===== config.mk =====
export PLATFORM = sky130hd
export DESIGN_NAME = signed_stream_accumulator
export DESIGN_NICKNAME = d
export VERILOG_FILES = /design/src/rtl/signed_stream_accumulator.sv
export SDC_FILE = /design/constraint.sdc
export NUM_CORES = 1
export LEC_CHECK = 0
export BUFFER_PORTS_ARGS = -buffer_cell sky130_fd_sc_hd__buf_2
export CAP_MARGIN = 5
export CORE_AREA = 2 2 71 73
export DETAILED_ROUTE_END_ITERATION = 16
export DIE_AREA = 0 0 73 75
export PLACE_DENSITY = 0.68
export SYNTH_ARGS = -nofsm -noshare
export SYNTH_HDL_FRONTEND = slang
export SYNTH_SLANG_ARGS = --single-unit

===== constraint.sdc =====
create_clock -name clk -period 6.1 [get_ports clk]
set_input_delay 0.61 -clock clk [delete_from_list [all_inputs] [get_ports clk]]
set_output_delay 0.61 -clock clk [all_outputs]
set_load 0.01 [all_outputs]

===== src/rtl/signed_stream_accumulator.sv =====
// Signed packet accumulator with valid/ready in, held result out.
// Define SIGNED_ACC_SATURATE_EN to clamp on overflow instead of wrapping.
module signed_stream_accumulator #(
    parameter int unsigned WIDTH = 8,
    parameter int unsigned OUT_W = 12,
    parameter int unsigned CNT_W = 8
) (
    input  logic             clk,
    input  logic             rst,
    input  logic             in_valid,
    output logic             in_ready,
    input  logic [WIDTH-1:0] in_data,
    input  logic             in_last,
    output logic             out_valid,
    input  logic             out_ready,
    output logic [OUT_W-1:0] out_sum,
    output logic [CNT_W-1:0] out_cnt,
    output logic             out_ovf
);

    localparam int unsigned EXT_W = OUT_W - WIDTH;
`ifdef SIGNED_ACC_SATURATE_EN
    localparam logic [OUT_W-1:0] SAT_MAX = {1'b0, {(OUT_W-1){1'b1}}};
    localparam logic [OUT_W-1:0] SAT_MIN = {1'b1, {(OUT_W-1){1'b0}}};
`endif

    typedef enum logic {ST_ACC, ST_HOLD} state_t;

    state_t             state_q, state_d;
    logic [OUT_W-1:0]   acc_q, acc_d;
    logic [CNT_W-1:0]   cnt_q, cnt_d;
    logic               ovf_q, ovf_d;
    logic [OUT_W-1:0]   out_sum_q, out_sum_d;
    logic [CNT_W-1:0]   out_cnt_q, out_cnt_d;
    logic               out_ovf_q, out_ovf_d;
    logic               in_ready_q, in_ready_d;
    logic               out_valid_q, out_valid_d;

    logic [OUT_W-1:0]   ext_c, sum_c, nxt_c;
    logic [CNT_W-1:0]   cnt_inc_c;
    logic               step_ovf_c;
    logic               xfer_c;

    // Datapath: sign-extend, add, detect signed overflow, optionally clamp
    always_comb begin
        ext_c      = {{EXT_W{in_data[WIDTH-1]}}, in_data};
        sum_c      = acc_q + ext_c;
        step_ovf_c = (acc_q[OUT_W-1] == ext_c[OUT_W-1]) && (sum_c[OUT_W-1] != acc_q[OUT_W-1]);
`ifdef SIGNED_ACC_SATURATE_EN
        if (step_ovf_c) begin
            nxt_c = acc_q[OUT_W-1] ? SAT_MIN : SAT_MAX;
        end else begin
            nxt_c = sum_c;
        end
`else
        nxt_c = sum_c;
`endif
        cnt_inc_c = (&cnt_q) ? cnt_q : cnt_q + CNT_W'(1);
        xfer_c    = in_valid & in_ready_q;
    end

    // Next-state and registered-output logic
    always_comb begin
        state_d   = state_q;
        acc_d     = acc_q;
        cnt_d     = cnt_q;
        ovf_d     = ovf_q;
        out_sum_d = out_sum_q;
        out_cnt_d = out_cnt_q;
        out_ovf_d = out_ovf_q;
        unique case (state_q)
            ST_ACC: begin
                if (xfer_c) begin
                    if (in_last) begin
                        out_sum_d = nxt_c;
                        out_cnt_d = cnt_inc_c;
                        out_ovf_d = ovf_q | step_ovf_c;
                        acc_d     = '0;
                        cnt_d     = '0;
                        ovf_d     = 1'b0;
                        state_d   = ST_HOLD;
                    end else begin
                        acc_d = nxt_c;
                        cnt_d = cnt_inc_c;
                        ovf_d = ovf_q | step_ovf_c;
                    end
                end
            end
            ST_HOLD: begin
                if (out_ready) begin
                    state_d = ST_ACC;
                end
            end
            default: state_d = ST_ACC;
        endcase
        in_ready_d  = (state_d == ST_ACC);
        out_valid_d = (state_d == ST_HOLD);
    end

    always_ff @(posedge clk) begin
        if (rst) begin
            state_q     <= ST_ACC;
            acc_q       <= '0;
            cnt_q       <= '0;
            ovf_q       <= 1'b0;
            out_sum_q   <= '0;
            out_cnt_q   <= '0;
            out_ovf_q   <= 1'b0;
            in_ready_q  <= 1'b1;
            out_valid_q <= 1'b0;
        end else begin
            state_q     <= state_d;
            acc_q       <= acc_d;
            cnt_q       <= cnt_d;
            ovf_q       <= ovf_d;
            out_sum_q   <= out_sum_d;
            out_cnt_q   <= out_cnt_d;
            out_ovf_q   <= out_ovf_d;
            in_ready_q  <= in_ready_d;
            out_valid_q <= out_valid_d;
        end
    end

    assign in_ready  = in_ready_q;
    assign out_valid = out_valid_q;
    assign out_sum   = out_sum_q;
    assign out_cnt   = out_cnt_q;
    assign out_ovf   = out_ovf_q;

endmodule


Yosys cells after proc, flatten, opt, wreduce, memory -nomap -nowiden
Cells that the tools add are included.
{ "classes": {"addsub": 2, "n_bitwise": 4, "reduce_logical": 4, "mul": 0, "order_cmp": 0, "shift": 0, "eq_ne": 2, "muxes": 8, "n_div": 0} }
{ "op_table": {"columns": ["op", "count"], "rows": [
  ["two-way mux 8 bit", 2],
  ["adder 12 bit", 1],
  ["two-way mux 12 bit", 1],
  ["adder 8 x 1 -> 8 bit (second input constant)", 1],
  ["AND reduction 8 bit", 1],
  ["two-way mux 1 bit", 4],
  ["AND reduction 3 bit", 1],
  ["inverter 1 bit", 2],
  ["one-hot mux 1 bit (2 select lines)", 1],
  ["AND reduction 2 bit", 1],
  ["bitwise AND 1 bit", 1],
  ["== test 1 bit", 1],
  ["logical AND 1 bit", 1],
  ["inequality test 1 bit", 1],
  ["OR 1 bit", 1]
]} }
{ "totals": {"in_bits": 13, "out_inout_bits": 23, "reg_bits": 44, "ramBits": 0, "latch_bits": 0, "mem_bits_ro": 0, "memories": 0, "elab_cells": 28} }

Depth between registers and ports, before layout
{ "logic_depth": {"ltp_word": 5, "ltp_mapped": 9, "ltp_nobuf": 9} }

Worst setup path before layout
No wires, ideal clock.
{ "synth_timing": {"kind": "input to register", "start": "input port in_data[6]", "end": "register ovf_q", "slack_ps": 3776, "setup_time_ps": 74, "required_ps": 6026, "t_arrival_ps": 2250, "stages": 7, "path_buffers": 0, "path_cell_list": "ha_1 > or2_1 > and4b_1 > o2111a_1 > a211oi_2 > mux2_2 > o21ai_0"} }
{ "synth_between": {"elab_chain_cells": 5} }
{ "synth_rtl": {"columns": ["element", "line_no", "source"], "rows": [
  ["start: declaration", "12", "input logic [WIDTH-1:0] in_data,"],
  ["adder 12 bit", "47", "sum_c = acc_q + ext_c;"],
  ["inequality test 1 bit", "48", "step_ovf_c = (acc_q[OUT_W-1] == ext_c[OUT_W-1]) && (sum_c[OUT_W-1] != acc_q[OUT_W-1]);"],
  ["logical AND 1 bit", "48", null],
  ["OR 1 bit", "85", "ovf_d = ovf_q | step_ovf_c;"],
  ["two-way mux 1 bit", "74", "if (in_last) begin"],
  ["end signal: assignment", "115", "ovf_q <= ovf_d;"],
  ["end: declaration", "32", "logic ovf_q, ovf_d;"]
]} }
Every way passes these cells.
A chain may end at the register's enable or synchronous reset.

Final worst setup path
Ends and elaborated chain as after synthesis.

==> run summary <==
Outcome: finished clean
Max Clock Freq: 0.429 GHz
#FFs+latches synth: 44
Row count: 25
Initial antenna violation count: 0
RSZ-0062 raised after global routing: no
Reg clk slew, reported paths: 0.08 ns
Dominant synthesized flop cell: dfxtp_1
Leak: 1.08 nW
Synth async-reset ratio: 0%
Commonest non-fill, non-tap cell in the layout: dfxtp_1
Max-cap violations: 0
Setup crit end kind: register
Routed WL per cell: 14.7 um
ANT nets after route: 0
CTS resizes: 0
Seq/Total Area, Yosys: 39.1%
Starting Density: 48.4%
Die Y-Extent: 75 um
Mapped cell area: 0.00225 sq mm
Final setup fails: 0
Post-synth EDFFs: 0
Vias: 1961
H-tree depth: 2
Synth Warn #: 0
Startpoint types: primary input
Post-DP HPWL: 3450 um
Mean Syn Cell Area: 8.71 sq um
Power density cells: 239 mW/mm^2
Syn Inst Count: 259
Buffers on Ports: 35
Most frequent cells in the layout: dfxtp_1 (44), buf_2 (35), o21ai_0 (29)
Gr usage total: 19.7%
# nets final: 315
Crit share post-route: 38.3%
CTS Buf Count: 5
Postcts setup bufs: 0
Die Span X: 73 um
GRT overflow: 0
HP Class: register to register
DIE AREA: 0.00548 sq mm
DRC violations left: 0
Area Overhead vs Synth: 13.0%
Vias/cell: 5.70
Post-Syn Nets: 285
Antenna cell count: 0
Root buffer cell: clkbuf_8
# clock sinks: 44
Setup TNS: 0 ns
Vias in the first global route: 1698
Core region area: 0.00466 sq mm
Worst-path maximum fanout: 7
Tmin final: 2.33 ns
DR iter-0 viols: 125
CTS Hold Bufs: 0
Worst path required time: 6.32 ns
Final Slew Violations: 0
TritonCTS clock tree: yes
Global-route wire length before repair: 8250 um
Top Ports: 36
CTS max path bufs: 2
Tightest Pin Transition: 1.07 ns
Fill cells: 454
Detailed Route WL: 5040 um
Final Skew: 0.00678 ns
Critical Path AT: 2.55 ns
Largest net degree at the start of global routing: 31
Yosys cell types: 46
Worst setup path category: primary input to register
Rel. slew slack: 28.5%
Final core occ: 54.7%
GP Congestion: 0.912
Share of cells above drive strength 1: 18.3%
Hold Vio Cnt, Final: 0
Pre-antenna DRT Iters: 4
Worst skew pair latency: 0.30 ns
Maximum vdd drop: 0.149 mV
==> cell families (layout without fill, tap and decap cells) <==
logic type | Yosys count | after routing | share of synthesized area [%]
flip-flops | 44 | 44 | 39.1
buffers and inverters | 17 | 48 | 2.89
AND/OR/NAND/NOR | 89 | 89 | 20.3
AO/OA/AOI/OAI | 80 | 80 | 23.1
adder cells (fa/ha/maj) | 13 | 13 | 7.55
multiplexers | 3 | 3 | 1.44
XOR/XNOR | 13 | 13 | 5.66
==> per-layer routing <==
metal  global-route usage [%]  share of wire, %
met1                     27.8                51
met3                     4.95               5.7
met4                     6.79               1.4
met2                     29.3                42
met5                        0                 0
==> where the power goes <==
part           total (mW)  internal, mW  switching [mW]
clock               0.189        0.0904          0.0983
combinational       0.110        0.0441          0.0657
sequential          0.310         0.302         0.00881
total               0.609         0.436           0.173
==> Yosys cell counts (3+ instances only) <==
cell type / n / area, sq um
a21o_1: 3 / 22.5
a21oi_1: 19 / 95.1
a22o_1: 7 / 61.3
a22oi_1: 6 / 45.0
a31oi_1: 4 / 25.0
clkbuf_1: 11 / 41.3
dfxtp_1: 44 / 881
ha_1: 12 / 150
inv_1: 5 / 18.8
nand2_1: 24 / 90.1
nand2b_1: 6 / 37.5
nand3_1: 5 / 25.0
nand3b_1: 8 / 60.1
nor2_1: 21 / 78.8
nor3_1: 7 / 35.0
o21ai_0: 29 / 145
xnor2_1: 7 / 61.3
xor2_1: 5 / 43.8
==> metrics by stage <==
step | area (sq um) | cells | hold WS (ns) | setup slack, ns | total power, mW
finish | 2550 | 344 | 0.447 | 3.77 | 0.609
global route | 2550 | 344 | 0.484 | 3.59 | 0.642
CTS | 2550 | 344 | 0.456 | 3.78 | 0.615
detailed placement | 2450 | 336 | 0.438 | 3.47 | 0.426
global placement | 2450 | 336 | 0.432 | 3.52 | 0.425
floorplan | 2250 | 259 | 0.426 | 3.78 | 0.395
==> area by class of cell <==
cell class,count,area [sq um],share of cell area [%]
Clock inverter,2,10.0,0.393
Multi-Input combinational cell,198,1310,51.5
Inverter,5,18.8,0.737
Timing Repair Buffer,35,175,6.88
Sequential cell,44,881,34.6
Clock buffer,6,82.6,3.24
Tap cell,54,67.6,2.65
==> critical path: stages <==
cell and delay, ns:
buf_2 0.10, ha_1 0.37, or2_1 0.27, and4b_1 0.19, o2111a_1 0.13, a211oi_2 0.34, mux2_2 0.39, o21ai_0 0.16
==> path summary, 6_finish.rpt <==
check                             endpoint  slack [ns]  cells after the start  startpoint
worst min register to register  out_cnt[2]        0.45                      2  out_cnt[2]
worst max register to register    cnt_q[3]        3.82                      6   out_valid
worst min-delay path            out_cnt[2]        0.45                      2  out_cnt[2]
worst max-delay path                 ovf_q        3.77                      8  in_data[6]
==> flip-flops by register name, summed over array words and instances (netlist names) <==
signal,flops
acc_q,12
cnt_q,8
in_ready,1
out_cnt,8
out_ovf,1
out_sum,12
out_valid,1
ovf_q,1
Note: power is estimated with default switching activity, not from simulation.
